### config.mk
export PLATFORM = sky130hd
export DESIGN_NAME = mdu_seq
export DESIGN_NICKNAME = d
export VERILOG_FILES = /design/src/rtl/common.sv /design/src/rtl/mdu_step.sv /design/src/rtl/mdu_seq.sv
export SDC_FILE = /design/constraint.sdc
export NUM_CORES = 2
export LEC_CHECK = 0
export BUFFER_PORTS_ARGS = -buffer_cell sky130_fd_sc_hd__buf_4
export CORE_MARGIN = 3
export CORE_UTILIZATION = 45
export DETAILED_ROUTE_END_ITERATION = 10
export GPL_TIMING_DRIVEN = 1
export RECOVER_POWER = 25
export REMOVE_ABC_BUFFERS = 1
export SYNTH_ARGS = -nofsm -noshare
export SYNTH_HDL_FRONTEND = slang
export SYNTH_SLANG_ARGS = --single-unit
### constraint.sdc
create_clock -name clk -period 6.2 [get_ports clk]
set_input_delay 0.62 -clock clk [delete_from_list [all_inputs] [get_ports clk]]
set_output_delay 0.62 -clock clk [all_outputs]
set_load 0.03 [all_outputs]
### src/rtl/common.sv
// Shared execute-stage types: datapath word, multiply/divide opcode and control word.
package common;

    typedef logic [63:0] word_t;

    typedef enum logic [2:0] {
        MUL  = 3'd0,
        DIV  = 3'd1,
        DIVU = 3'd2,
        REM  = 3'd3,
        REMU = 3'd4
    } mdu_op_t;

    typedef struct packed {
        logic aluEn;
        logic mdu;
        logic memRd;
        logic memWr;
        logic regWr;
    } exCtrl_t;

    function automatic word_t sext32(input logic [31:0] v);
        return {{32{v[31]}}, v};
    endfunction

    // W-variants produce a 32-bit result that is sign-extended into the full word.
    function automatic word_t fixWidth(input word_t v, input logic w);
        return w ? sext32(v[31:0]) : v;
    endfunction

    function automatic logic isSignedDiv(input mdu_op_t o);
        return (o == DIV) || (o == REM);
    endfunction

    function automatic logic isRem(input mdu_op_t o);
        return (o == REM) || (o == REMU);
    endfunction

endpackage

### src/rtl/mdu_step.sv
// One iteration of the MSB-first shift-add multiplier or restoring divider.
module mdu_step #(
    parameter int XLEN = 64
) (
    input  logic            isDiv,
    input  logic [XLEN-1:0] acc,
    input  logic [XLEN-1:0] sreg,
    input  logic [XLEN-1:0] other,
    output logic [XLEN-1:0] accNext,
    output logic [XLEN-1:0] sregNext
);

    logic [XLEN:0] remShift;
    logic [XLEN:0] diff;
    logic          fits;

    always_comb begin
        remShift = {acc, sreg[XLEN-1]};
        diff     = remShift - {1'b0, other};
        fits     = ~diff[XLEN];
        accNext  = '0;
        sregNext = '0;
        if (isDiv) begin
            // Partial remainder stays below the divisor, so one extra bit covers the shift.
            accNext  = fits ? diff[XLEN-1:0] : remShift[XLEN-1:0];
            sregNext = {sreg[XLEN-2:0], fits};
        end else begin
            accNext  = {acc[XLEN-2:0], 1'b0} + (sreg[XLEN-1] ? other : '0);
            sregNext = {sreg[XLEN-2:0], 1'b0};
        end
    end

endmodule

### src/rtl/mdu_seq.sv
// Multi-cycle RV64M multiply/divide sequencer with valid/ready on both sides.
//   state | meaning
//   IDLE  | ready for an operation
//   BUSY  | iterating, cnt counts down to the last step
//   DONE  | result held until the consumer takes it
module mdu_seq
    import common::*;
#(
    parameter int XLEN = 64
) (
    input  logic    clk,
    input  logic    reset,
    input  logic    in_valid,
    output logic    in_ready,
    input  mdu_op_t op,
    input  logic    word,
    input  word_t   src1,
    input  word_t   src2,
    input  logic    flush,
    output logic    out_valid,
    input  logic    out_ready,
    output word_t   result
);

    typedef enum logic [1:0] {
        IDLE = 2'd0,
        BUSY = 2'd1,
        DONE = 2'd2
    } state_t;

    state_t          state, stateNext;
    logic [5:0]      cnt;
    mdu_op_t         opReg;
    logic            wordReg, negQ, negR;
    logic [XLEN-1:0] acc, sreg, other, resultReg;
    logic [XLEN-1:0] accNext, sregNext;

    logic            accept, sgn, aNeg, bNeg, divZero, overflow, special;
    logic [XLEN-1:0] opA, opB, magA, magB, minVal, specialRes, mulInit, divInit;
    logic [XLEN-1:0] divQ, divR, finalRes;

    assign accept = in_valid && !flush;

    // Operand preparation and one-cycle special cases.
    always_comb begin
        sgn      = isSignedDiv(op);
        opA      = word ? (sgn ? sext32(src1[31:0]) : {32'b0, src1[31:0]}) : src1;
        opB      = word ? (sgn ? sext32(src2[31:0]) : {32'b0, src2[31:0]}) : src2;
        aNeg     = sgn && opA[XLEN-1];
        bNeg     = sgn && opB[XLEN-1];
        magA     = aNeg ? -opA : opA;
        magB     = bNeg ? -opB : opB;
        minVal   = word ? sext32(32'h8000_0000) : {1'b1, {(XLEN-1){1'b0}}};
        divZero  = (op != MUL) && (opB == '0);
        overflow = sgn && (opA == minVal) && (opB == '1);
        special  = divZero || overflow;
        if (divZero)
            specialRes = fixWidth(isRem(op) ? opA : '1, word);
        else
            specialRes = fixWidth(isRem(op) ? '0 : opA, word);
        // Operands are aligned to the top so the step always consumes bit XLEN-1.
        mulInit  = word ? {src2[31:0], 32'b0} : src2;
        divInit  = word ? {magA[31:0], 32'b0} : magA;
    end

    mdu_step #(.XLEN(XLEN)) uStep (
        .isDiv    (opReg != MUL),
        .acc      (acc),
        .sreg     (sreg),
        .other    (other),
        .accNext  (accNext),
        .sregNext (sregNext)
    );

    always_comb begin
        divQ     = negQ ? -sregNext : sregNext;
        divR     = negR ? -accNext : accNext;
        finalRes = fixWidth((opReg == MUL) ? accNext : (isRem(opReg) ? divR : divQ), wordReg);
    end

    always_ff @(posedge clk) begin
        if (reset)
            state <= IDLE;
        else
            state <= stateNext;
    end

    always_comb begin
        stateNext = state;
        in_ready  = 1'b0;
        out_valid = 1'b0;
        case (state)
            IDLE: begin
                in_ready = 1'b1;
                if (accept)
                    stateNext = special ? DONE : BUSY;
            end
            BUSY: begin
                if (flush)
                    stateNext = IDLE;
                else if (cnt == 6'd0)
                    stateNext = DONE;
            end
            DONE: begin
                out_valid = 1'b1;
                if (flush || out_ready)
                    stateNext = IDLE;
            end
            default: stateNext = IDLE;
        endcase
    end

    always_ff @(posedge clk) begin
        if (reset) begin
            cnt       <= '0;
            opReg     <= MUL;
            wordReg   <= 1'b0;
            negQ      <= 1'b0;
            negR      <= 1'b0;
            acc       <= '0;
            sreg      <= '0;
            other     <= '0;
            resultReg <= '0;
        end else begin
            case (state)
                IDLE: begin
                    if (accept) begin
                        opReg   <= op;
                        wordReg <= word;
                        negQ    <= aNeg ^ bNeg;
                        negR    <= aNeg;
                        acc     <= '0;
                        sreg    <= (op == MUL) ? mulInit : divInit;
                        other   <= (op == MUL) ? src1 : magB;
                        cnt     <= word ? 6'd31 : 6'd63;
                        if (special)
                            resultReg <= specialRes;
                    end
                end
                BUSY: begin
                    if (!flush) begin
                        acc  <= accNext;
                        sreg <= sregNext;
                        if (cnt == 6'd0)
                            resultReg <= finalRes;
                        else
                            cnt <= cnt - 6'd1;
                    end
                end
                default: ;
            endcase
        end
    end

    assign result = resultReg;

endmodule
==> flow_summary.toml <==
[global_route]
first_global_vias = 31485
grt.overflow.total = 0
maximum_number_of_pins_on_one_net_before_global_route_repair = 141
initial_antenna_violation_count = 3
global_route.usage.total_pct = 39.9
global_route_wire_length_before_repair_um = 211000

[hold_path]
hold_start = "op[2]"
hold_path.class = "in -> reg"
worst_hold_path.num_cells = 3
min_delay_worst_endpoint = "opReg[2]"

[floorplan]
core.rowCount = 93
initial_core_utilization_pct = 45.7
die_y_um = 262
floorplan.io_pins = 203
placeableCoreArea_mm2 = 0.0647
die_width_um = 262
die_area_mm2 = 0.0688

[synth]
post_synth_most_frequent_cells = "598 x nor2_1, 455 x nand2_1, 425 x a21oi_1"
postSynthCellCount = 4384
netlist.area_leader.share_pct = 18.3
synth_top_area_cell = "dfxtp_1"
synth-compound-area-share_pct = 33.6
synth_edf_count = 0
share_of_cell_area_taken_by_muxes_after_synthesis_pct = 1.41
postSynth.asyncResetShare_pct = 0
yosys.area_share.adder_pct = 5.81
postSynth.topFlopCell = "dfxtp_1"
number_of_distinct_library_cells_after_synthesis = 98
syn_area_per_cell_um2 = 6.74
synth_top_family_by_area = "compound AO/OA/AOI/OAI gates"
xor_and_xnor_area_share_after_synthesis_pct = 9.57
post_synth_instance_area_mm2 = 0.0296
synth_most_common_cell = "nor2_1"
synth.top_cells.by_area = "dfxtp_1 18%, nor2_1 7.6%, a21oi_1 7.2%"
simple_gate_share_of_the_synthesized_area_pct = 25.6
sequential_area_share_after_synthesis_pct = 18.3
synth-seq-cells = 270
yosysWarnings = 0

[timing]
tightestPinTransition_ns = 4.09
min_period_over_period_pct = 96.7
finalWorstPathRequiredPeriod_ns = 6.00
report.final.hold_viol_count = 0
timing.final.max_slew_violations = 256
finalClockSkew_ns = 0.0313
timing.max_slew.rel_slack_pct = -173
max_freq_ghz = 0.167
rsz0062_at_grt = "true"
final_setup_vio_count = 0
setup_tns_ns = 0

[clock_tree]
h-tree-depth = 2
clk_root_buffer_cell = "clkbuf_16"
clk-insertion-delay-late_ns = 0.57
cts-buffers-inserted = 37
tritoncts = "yes"
cts_buffer_depth = 3
clk_pin_slew_worst_paths_ns = 0.07
cts_sinks = 270

[power_and_ir_drop]
power.ir.vdd_worst_v = 0.000211
report.power.total_uw = 8350
power.leakage_uw = 0.0126
pwrdens_mw_per_mm2 = 251

[outcome]
run_status = "finished, violations left"
violations = "max-capacitance violations, max-slew violations"

[setup_path]
timing.critical_path.from_type = "flop"
data_arrival_critical_path_ns = 6.46
kind_of_critical_path = "reg -> reg"
timing.rr.end = "other[39]"
critical_path.reg2reg.startpoint = "state[1]"
register_to_register_setup_slack_ns = 0.20
ff2ff_path_depth = 5
worst_ep_required_time_ns = 6.66
critical_path.endpoint_type = "flop"
path_max_fanout = 74

[drt]
postRouteWirelength_um = 146000
vias = 35409
dr.first_iter.drc_count = 4944
first_pass_iters = 7
number_of_remaining_drc_errors = 0
drt_antenna_net_count = 0
avg_vias_per_cell = 6.59
wire_per_inst_um = 27.1

[layout]
drive_above_1_share_pct = 10.1
areaGrowthSynthToFinish_pct = 12.7
fin_nets = 4767
diodes = 0
instances_no_fill = 5375
layout.filler_cells = 6849

[placed_design]
routability_congestion = 1.04
numPlacedInstances = 5310
port-buffer-count = 202
post-dp-hpwl_um = 114000

[flow_run]
cap_violations = 4
-- area by class of cell --
type | count | area, µm² | share of cell area [%]
repair buffers | 384 | 2670 | 8.01
multi-input cells | 3682 | 22600 | 67.8
flip-flops and latches | 270 | 5410 | 16.2
well taps | 855 | 1070 | 3.21
clock buffers | 54 | 1040 | 3.12
inverters | 119 | 447 | 1.34
clock inverters | 11 | 88.8 | 0.267
-- per-layer routing --
layer	vias to the layer above	share of wire [%]	wire (µm)	GRT usage [%]
met3	266	12	17500	8.97
met2	2267	39	57600	55.0
met4	4	4.7	6860	16.3
li1	16336	-	-	-
met5	-	0.015	22	0
met1	16536	44	63800	59.0
-- sequential cells by signal, indices dropped and copies added (netlist names) --
name,flops
negR,1
acc,64
wordReg,1
other,64
sreg,64
cnt,6
result,64
opReg,3
negQ,1
state,2
-- critical path, stage by stage, from the launching register on --
cell and delay (ns):
dfxtp_1 0.54, nor2_1 0.19, nand2_4 0.66, clkbuf_1 2.89, a221oi_1 0.95, a211oi_1 0.51
-- through the flow --
stage	worst slack, ns	utilization (%)	hold slack, ns	cell area, µm²
6_report	0.204	51.5	0.386	33300
5_1_grt	-0.0332	51.5	0.380	33300
4_1_cts	0.126	51.9	0.362	33600
3_5_place_dp	0.179	50.1	0.443	32400
3_3_place_gp	0.285	50.1	0.433	32400
2_1_floorplan	-3.61	-	0.426	28300
-- worst max path at each step --
stage,startpoint,endpoint,cells after the start,slack [ns]
after floorplan,opReg[2],result[62],15,-3.61
after global placement,sreg[63],result[53],24,0.29
after detailed placement,acc[54],result[62],22,0.18
after CTS,acc[54],result[62],22,0.13
after global routing,sreg[63],result[62],24,-0.03
final,state[1],other[39],5,0.20
-- cell families (layout without fill, tap and decap cells) --
group | count (synthesis) | in the layout
simple gates | 1651 | 1651
compound gates | 1531 | 1531
buf+inv | 432 | 568
xor+xnor | 323 | 323
flops | 270 | 270
fa+ha+maj | 136 | 136
mux | 41 | 41
-- layout by cell type, fill, tap and decap left out, types with 70 or more instances in the layout --
| cell type | instances |
|---|---|
| ha_1 | 134 |
| inv_1 | 115 |
| nand2_1 | 453 |
| o31ai_1 | 70 |
| a211oi_1 | 148 |
| xnor2_1 | 175 |
| dfxtp_1 | 268 |
| nand4_1 | 85 |
| o21ai_0 | 335 |
| buf_4 | 309 |
| clkbuf_1 | 81 |
| nor2_1 | 595 |
| nor3_1 | 151 |
| xor2_1 | 148 |
| a21oi_1 | 422 |
-- power by group --
group | switching [µW] | total, µW | internal (µW)
combinational | 2800 | 4160 | 1360
clock | 914 | 2090 | 1170
sequential | 204 | 2100 | 1900
total | 3920 | 8350 | 4430
-- timing repair --
item                       4_1_cts  5_1_grt
setup buffers                    0        0
setup endpoints to repair        0       12
hold buffers                     0        0
resized for setup                0        7
Power figures use the tool's default switching activity.
